==> src/rtl/mips_pkg.sv <==
// Shared encodings for the MIPS-subset pipeline control path.
//   OP_*     : instr[31:26] opcodes
//   FUNCT_*  : instr[5:0] function codes under the SPECIAL opcode
//   MEMTOREG_*, REGDST_*, ALUOP_*, EXTOP_*, NPCOP_* : 2-bit datapath select codes
package mips_pkg;

  localparam logic [5:0] OP_SPECIAL  = 6'b000000;
  localparam logic [5:0] OP_J        = 6'b000010;
  localparam logic [5:0] OP_JAL      = 6'b000011;
  localparam logic [5:0] OP_BEQ      = 6'b000100;
  localparam logic [5:0] OP_ORI      = 6'b001101;
  localparam logic [5:0] OP_LUI      = 6'b001111;
  localparam logic [5:0] OP_LW       = 6'b100011;
  localparam logic [5:0] OP_SW       = 6'b101011;

  localparam logic [5:0] FUNCT_NOP   = 6'b000000;
  localparam logic [5:0] FUNCT_JR    = 6'b001000;
  localparam logic [5:0] FUNCT_ADDU  = 6'b100001;
  localparam logic [5:0] FUNCT_SUBU  = 6'b100011;

  localparam logic [1:0] MEMTOREG_ALU = 2'd0;
  localparam logic [1:0] MEMTOREG_MEM = 2'd1;
  localparam logic [1:0] MEMTOREG_PC8 = 2'd2;

  localparam logic [1:0] REGDST_RT    = 2'd0;
  localparam logic [1:0] REGDST_RD    = 2'd1;
  localparam logic [1:0] REGDST_RA    = 2'd2;

  localparam logic [1:0] ALUOP_ADD    = 2'd0;
  localparam logic [1:0] ALUOP_SUB    = 2'd1;
  localparam logic [1:0] ALUOP_OR     = 2'd2;
  localparam logic [1:0] ALUOP_LUI    = 2'd3;

  localparam logic [1:0] EXTOP_ZERO   = 2'd0;
  localparam logic [1:0] EXTOP_SIGN   = 2'd1;
  localparam logic [1:0] EXTOP_HIGH   = 2'd2;

  localparam logic [1:0] NPCOP_PC4    = 2'd0;
  localparam logic [1:0] NPCOP_BEQ    = 2'd1;
  localparam logic [1:0] NPCOP_JUMP   = 2'd2;
  localparam logic [1:0] NPCOP_REG    = 2'd3;

endpackage

==> src/rtl/ctrl_decode.sv <==
// Main-control decoder for the MIPS-subset pipeline; one copy per stage.
// Decode is purely combinational; the only state is the sticky illegal_seen flag.
// Ports:
//   clk, reset           : clock and synchronous active-high reset (clears illegal_seen)
//   Op, Func             : instr[31:26], instr[5:0]
//   R..jal               : one-hot instruction flags (R is any SPECIAL opcode)
//   RegWrite..NPCOp      : derived datapath controls
//   illegal              : combinational, instruction is neither a listed one nor nop
//   illegal_seen         : sticky, set on any clock edge that sees illegal
module ctrl_decode
  import mips_pkg::*;
(
  input  logic       clk,
  input  logic       reset,
  input  logic [5:0] Op,
  input  logic [5:0] Func,
  output logic       R,
  output logic       addu,
  output logic       subu,
  output logic       jr,
  output logic       ori,
  output logic       lw,
  output logic       sw,
  output logic       beq,
  output logic       lui,
  output logic       j,
  output logic       jal,
  output logic       RegWrite,
  output logic       MemWrite,
  output logic [1:0] MemtoReg,
  output logic [1:0] RegDst,
  output logic       ALUSrc,
  output logic [1:0] ALUOp,
  output logic [1:0] ExtOp,
  output logic [1:0] NPCOp,
  output logic       illegal,
  output logic       illegal_seen
);

  logic nop;

  // Instruction flags
  always_comb begin
    R    = 1'b0;
    addu = 1'b0;
    subu = 1'b0;
    jr   = 1'b0;
    ori  = 1'b0;
    lw   = 1'b0;
    sw   = 1'b0;
    beq  = 1'b0;
    lui  = 1'b0;
    j    = 1'b0;
    jal  = 1'b0;
    nop  = 1'b0;
    case (Op)
      OP_SPECIAL: begin
        R = 1'b1;
        case (Func)
          FUNCT_NOP:  nop  = 1'b1;
          FUNCT_ADDU: addu = 1'b1;
          FUNCT_SUBU: subu = 1'b1;
          FUNCT_JR:   jr   = 1'b1;
          default:    ;
        endcase
      end
      OP_ORI:  ori = 1'b1;
      OP_LW:   lw  = 1'b1;
      OP_SW:   sw  = 1'b1;
      OP_BEQ:  beq = 1'b1;
      OP_LUI:  lui = 1'b1;
      OP_J:    j   = 1'b1;
      OP_JAL:  jal = 1'b1;
      default: ;
    endcase
  end

  // Derived controls; every unlisted instruction falls through to the all-zero defaults
  always_comb begin
    RegWrite = addu | subu | ori | lw | lui | jal;
    MemWrite = sw;
    ALUSrc   = ori | lw | sw | lui;

    MemtoReg = MEMTOREG_ALU;
    if (lw)       MemtoReg = MEMTOREG_MEM;
    else if (jal) MemtoReg = MEMTOREG_PC8;

    // R-format writes rd even for nop/illegal SPECIAL; harmless since RegWrite is 0 there
    RegDst = REGDST_RT;
    if (R)        RegDst = REGDST_RD;
    else if (jal) RegDst = REGDST_RA;

    ALUOp = ALUOP_ADD;
    if (subu | beq) ALUOp = ALUOP_SUB;
    else if (ori)   ALUOp = ALUOP_OR;
    else if (lui)   ALUOp = ALUOP_LUI;

    ExtOp = EXTOP_ZERO;
    if (lw | sw | beq) ExtOp = EXTOP_SIGN;
    else if (lui)      ExtOp = EXTOP_HIGH;

    NPCOp = NPCOP_PC4;
    if (beq)          NPCOp = NPCOP_BEQ;
    else if (j | jal) NPCOp = NPCOP_JUMP;
    else if (jr)      NPCOp = NPCOP_REG;

    illegal = ~(addu | subu | jr | ori | lw | sw | beq | lui | j | jal | nop);
  end

  // Sticky illegal flag; reset wins over a simultaneous illegal
  always_ff @(posedge clk) begin
    if (reset) begin
      illegal_seen <= 1'b0;
    end else if (illegal) begin
      illegal_seen <= 1'b1;
    end
  end

endmodule

==> config.mk <==
export PLATFORM = sky130hd
export DESIGN_NAME = ctrl_decode
export DESIGN_NICKNAME = d
export VERILOG_FILES = /design/src/rtl/mips_pkg.sv /design/src/rtl/ctrl_decode.sv
export SDC_FILE = /design/constraint.sdc
export NUM_CORES = 1
export LEC_CHECK = 0
export CAP_MARGIN = 10
export CORE_AREA = 2 2 39 41
export DETAILED_ROUTE_END_ITERATION = 6
export DIE_AREA = 0 0 41 43
export PLACE_DENSITY_LB_ADDON = 0.05
export SLEW_MARGIN = 20
export SYNTH_ARGS = -nofsm -noshare
export SYNTH_HDL_FRONTEND = slang
export SYNTH_SLANG_ARGS = --single-unit
==> constraint.sdc <==
create_clock -name clk -period 2.3 [get_ports clk]
set_input_delay 0.345 -clock clk [delete_from_list [all_inputs] [get_ports clk]]
set_output_delay 0.345 -clock clk [all_outputs]
set_load 0.02 [all_outputs]
==> key figures, run 1 <==
Worst hold path
  – Hold_sp: illegal_seen$_SDFFE_PP0N_
  – Hold path cells: 2
  – Hold Path Class: reg2reg
  – Hold Path End: illegal_seen$_SDFFE_PP0N_

Setup path
  – CP arrival: 1.89 ns
  – CP max stage cell: clkdlybuf4s50_1
  – FF-to-FF setup slack: 1.76 ns
  – R2R depth: 2
  – R2R Path Start: illegal_seen$_SDFFE_PP0N_
  – Req. time, crit path: 1.96 ns
  – Critical path origin: Op[2]
  – CP max FO: 5
  – Crit. End Element: output pin
  – CP startpoint kind: input port
  – Slowest stage delay, CP: 0.42 ns
  – Crit path kind: in2out
  – RR Endpoint: illegal_seen$_SDFFE_PP0N_
  – CP Cell Sequence: clkdlybuf4s50_1 > buf_4 > and3b_1 > a32oi_1 > o22ai_2 > nor2_1 > dlygate4sd2_1

STA
  – Final setup viols: 0
  – Skew final: 0 ns
  – Max Fclk: 448 MHz
  – Final hold vios: 0
  – Fin crit share: 0.970
  – Worst slew pin tran: 0.298 ns
  – Rel. slew slack: 0.802
  – Final WS setup: 0.0691 ns
  – Fin. max-slew vios: 0
  – Tmin final: 2.23 ns

Global route
  – Top Usage Layer GRT: met2
  – Largest net degree at the start of global routing: 7
  – GRT Resource Usage Total: 0.159
  – First-pass GRT wire length: 2120 µm
  – Grt met1 use: 0.204
  – Initial antenna violation count: 0
  – Met3 usage: 0
  – M2 GR Usage: 0.297
  – Grt total ovfl: 0
  – Vias in the first global route: 525

Placement
  – Detail Placement HPWL: 1150 µm
  – Placed Instance Area: 916 µm²
  – Pre-CTS setup slack: -0.316 ns
  – Placed cell count: 130
  – IO Port Bufs: 39
  – Global placement routability congestion: 0.772

Cells and area
  – Largest regs: illegal_seen x1
  – Largest register FFs: 1
  – Layout Cells excl Fill: 130
  – Commonest non-fill, non-tap cell in the layout: buf_4
  – Cell area after layout: 906 µm²
  – Ant. Diodes: 0
  – Total Nets Final: 130
  – Share of layout cells above drive strength 1: 0.307
  – P&R area growth vs syn: 151%
  – Biggest register: illegal_seen
  – Fillers: 126
  – Most frequent cells in the layout: buf_4, dlygate4sd2_1, clkdlybuf4s50_1

Clock network
  – Post-CTS setup buffers: 0
  – Skew-Pair Late Insertion Delay: 0 ns
  – Clock-pin slew on the worst setup and hold paths: 0 ns

Power and ir drop
  – Leak: 0.512 nW
  – Max VDD drop: 0.145 mV
  – PwrDens: 141 nW/µm²

Die
  – Starting Density: 0.260
  – Core area: 1380 µm²
  – IO Pins: 40
  – Die Y-Extent: 43 µm
  – Die Area: 1760 µm²
  – Rows: 14
  – Die width: 41 µm

Yosys
  – Cell count after synthesis: 56
  – Distinct cells, synth: 28
  – Avg Cell Area, Syn: 6.43 µm²
  – Net count after synthesis: 70
  – Syn Std Cell Area: 360 µm²
  – FFs w/ async S/R, synth: 0
  – Yosys reg bits: 1
  – Number of synthesized flops with an enable pin: 0
  – Synth warn: 0
  – Register area share after synthesis: 0.0556
  – Most used DFF post-synth: dfxtp_1

Detailed routing
  – Avg Vias per Cell: 4.63
  – DRT Wirelength: 1370 µm
  – WL per Instance: 10.5 µm
  – Remaining DRCs: 0
  – Initial DRC Count: 1
  – Via count: 602
  – Final ANT Viol Nets: 0
  – Pre-Repair DR Iteration Count: 2

Job
  – Max-cap viol count: 0

Run status
  – Status: finished, final reports clean
power by group:
group          leakage [nW]  internal, mW  switching, mW
combinational         0.503        0.0600         0.0477
clock                     0             0              0
sequential          0.00843        0.0194       0.000791
total                 0.512        0.0794         0.0485
worst max-delay path: cells and delay by family:
kind / cells / cell delay, ns
buffers and inverters: 3 / 0.91
AO/OA/AOI/OAI: 2 / 0.35
AND/OR/NAND/NOR: 2 / 0.28
worst max-delay path by stage:
| stage | cells after the start | slack, ns | end |
|---|---|---|---|
| 2_1_floorplan | 5 | 0.51 | ALUOp[0] |
| 4_1_cts | 6 | 0.01 | RegWrite |
| 5_1_grt | 7 | -0.01 | illegal |
| 6_report | 7 | 0.07 | illegal |
| 3_3_place_gp | 6 | -0.26 | RegWrite |
| 3_5_place_dp | 6 | -0.32 | RegWrite |
through the flow:
step	hold slack (ns)	setup TNS [ns]	util	total power, mW
after floorplan	0.448	0	-	0.0566
after global placement	0.458	-2.81	0.662	0.129
after detailed placement	0.467	-3.60	0.662	0.130
after CTS	0.467	0	0.640	0.125
after global routing	0.499	-0.0136	0.655	0.136
final	0.461	0	0.655	0.128
synth_stat cells, types with 2 or more instances:
master    instances  area, µm²
inv_1             2       7.51
nor3_1            5       25.0
nor2_1            9       33.8
a21oi_1           3       15.0
nand2_1           5       18.8
buf_4             3       22.5
nor4b_1           2       17.5
and2_1            2       12.5
and3_1            3       18.8
nand2b_1          4       25.0
timing repair:
action | 4_1_cts | 5_1_grt
pin swaps | 0 | 1
hold buffers | 0 | 0
endpoints found under the setup margin | 25 | 8
gates resized for setup | 28 | 8
routing by layer:
layer | vias to the layer above | share of wire
li1 | 317 | -
met3 | 0 | 0.040
met2 | 16 | 0.57
met5 | - | 0
met4 | 0 | 0
met1 | 269 | 0.39
cell type report:
| class | count | area (µm²) | share of cell area |
|---|---|---|---|
| inverters | 2 | 7.51 | 0.00829 |
| multi-input cells | 49 | 324 | 0.358 |
| flip-flops and latches | 1 | 20.0 | 0.0221 |
| well taps | 16 | 20.0 | 0.0221 |
| repair buffers | 62 | 534 | 0.590 |
kinds of logic after synthesis:
logic type,count (synthesis),synth area share
buf+inv,6,0.0972
compound gates,11,0.212
flops,1,0.0556
simple gates,38,0.635
Note: power is estimated with default switching activity, not from simulation.
==> run 2, diff against run 1 <==
- CTS_CLUSTER_SIZE: not set -> 28
==> results of run 2 <==
No change in the layout: final DEF, timing and power equal those of run 1.
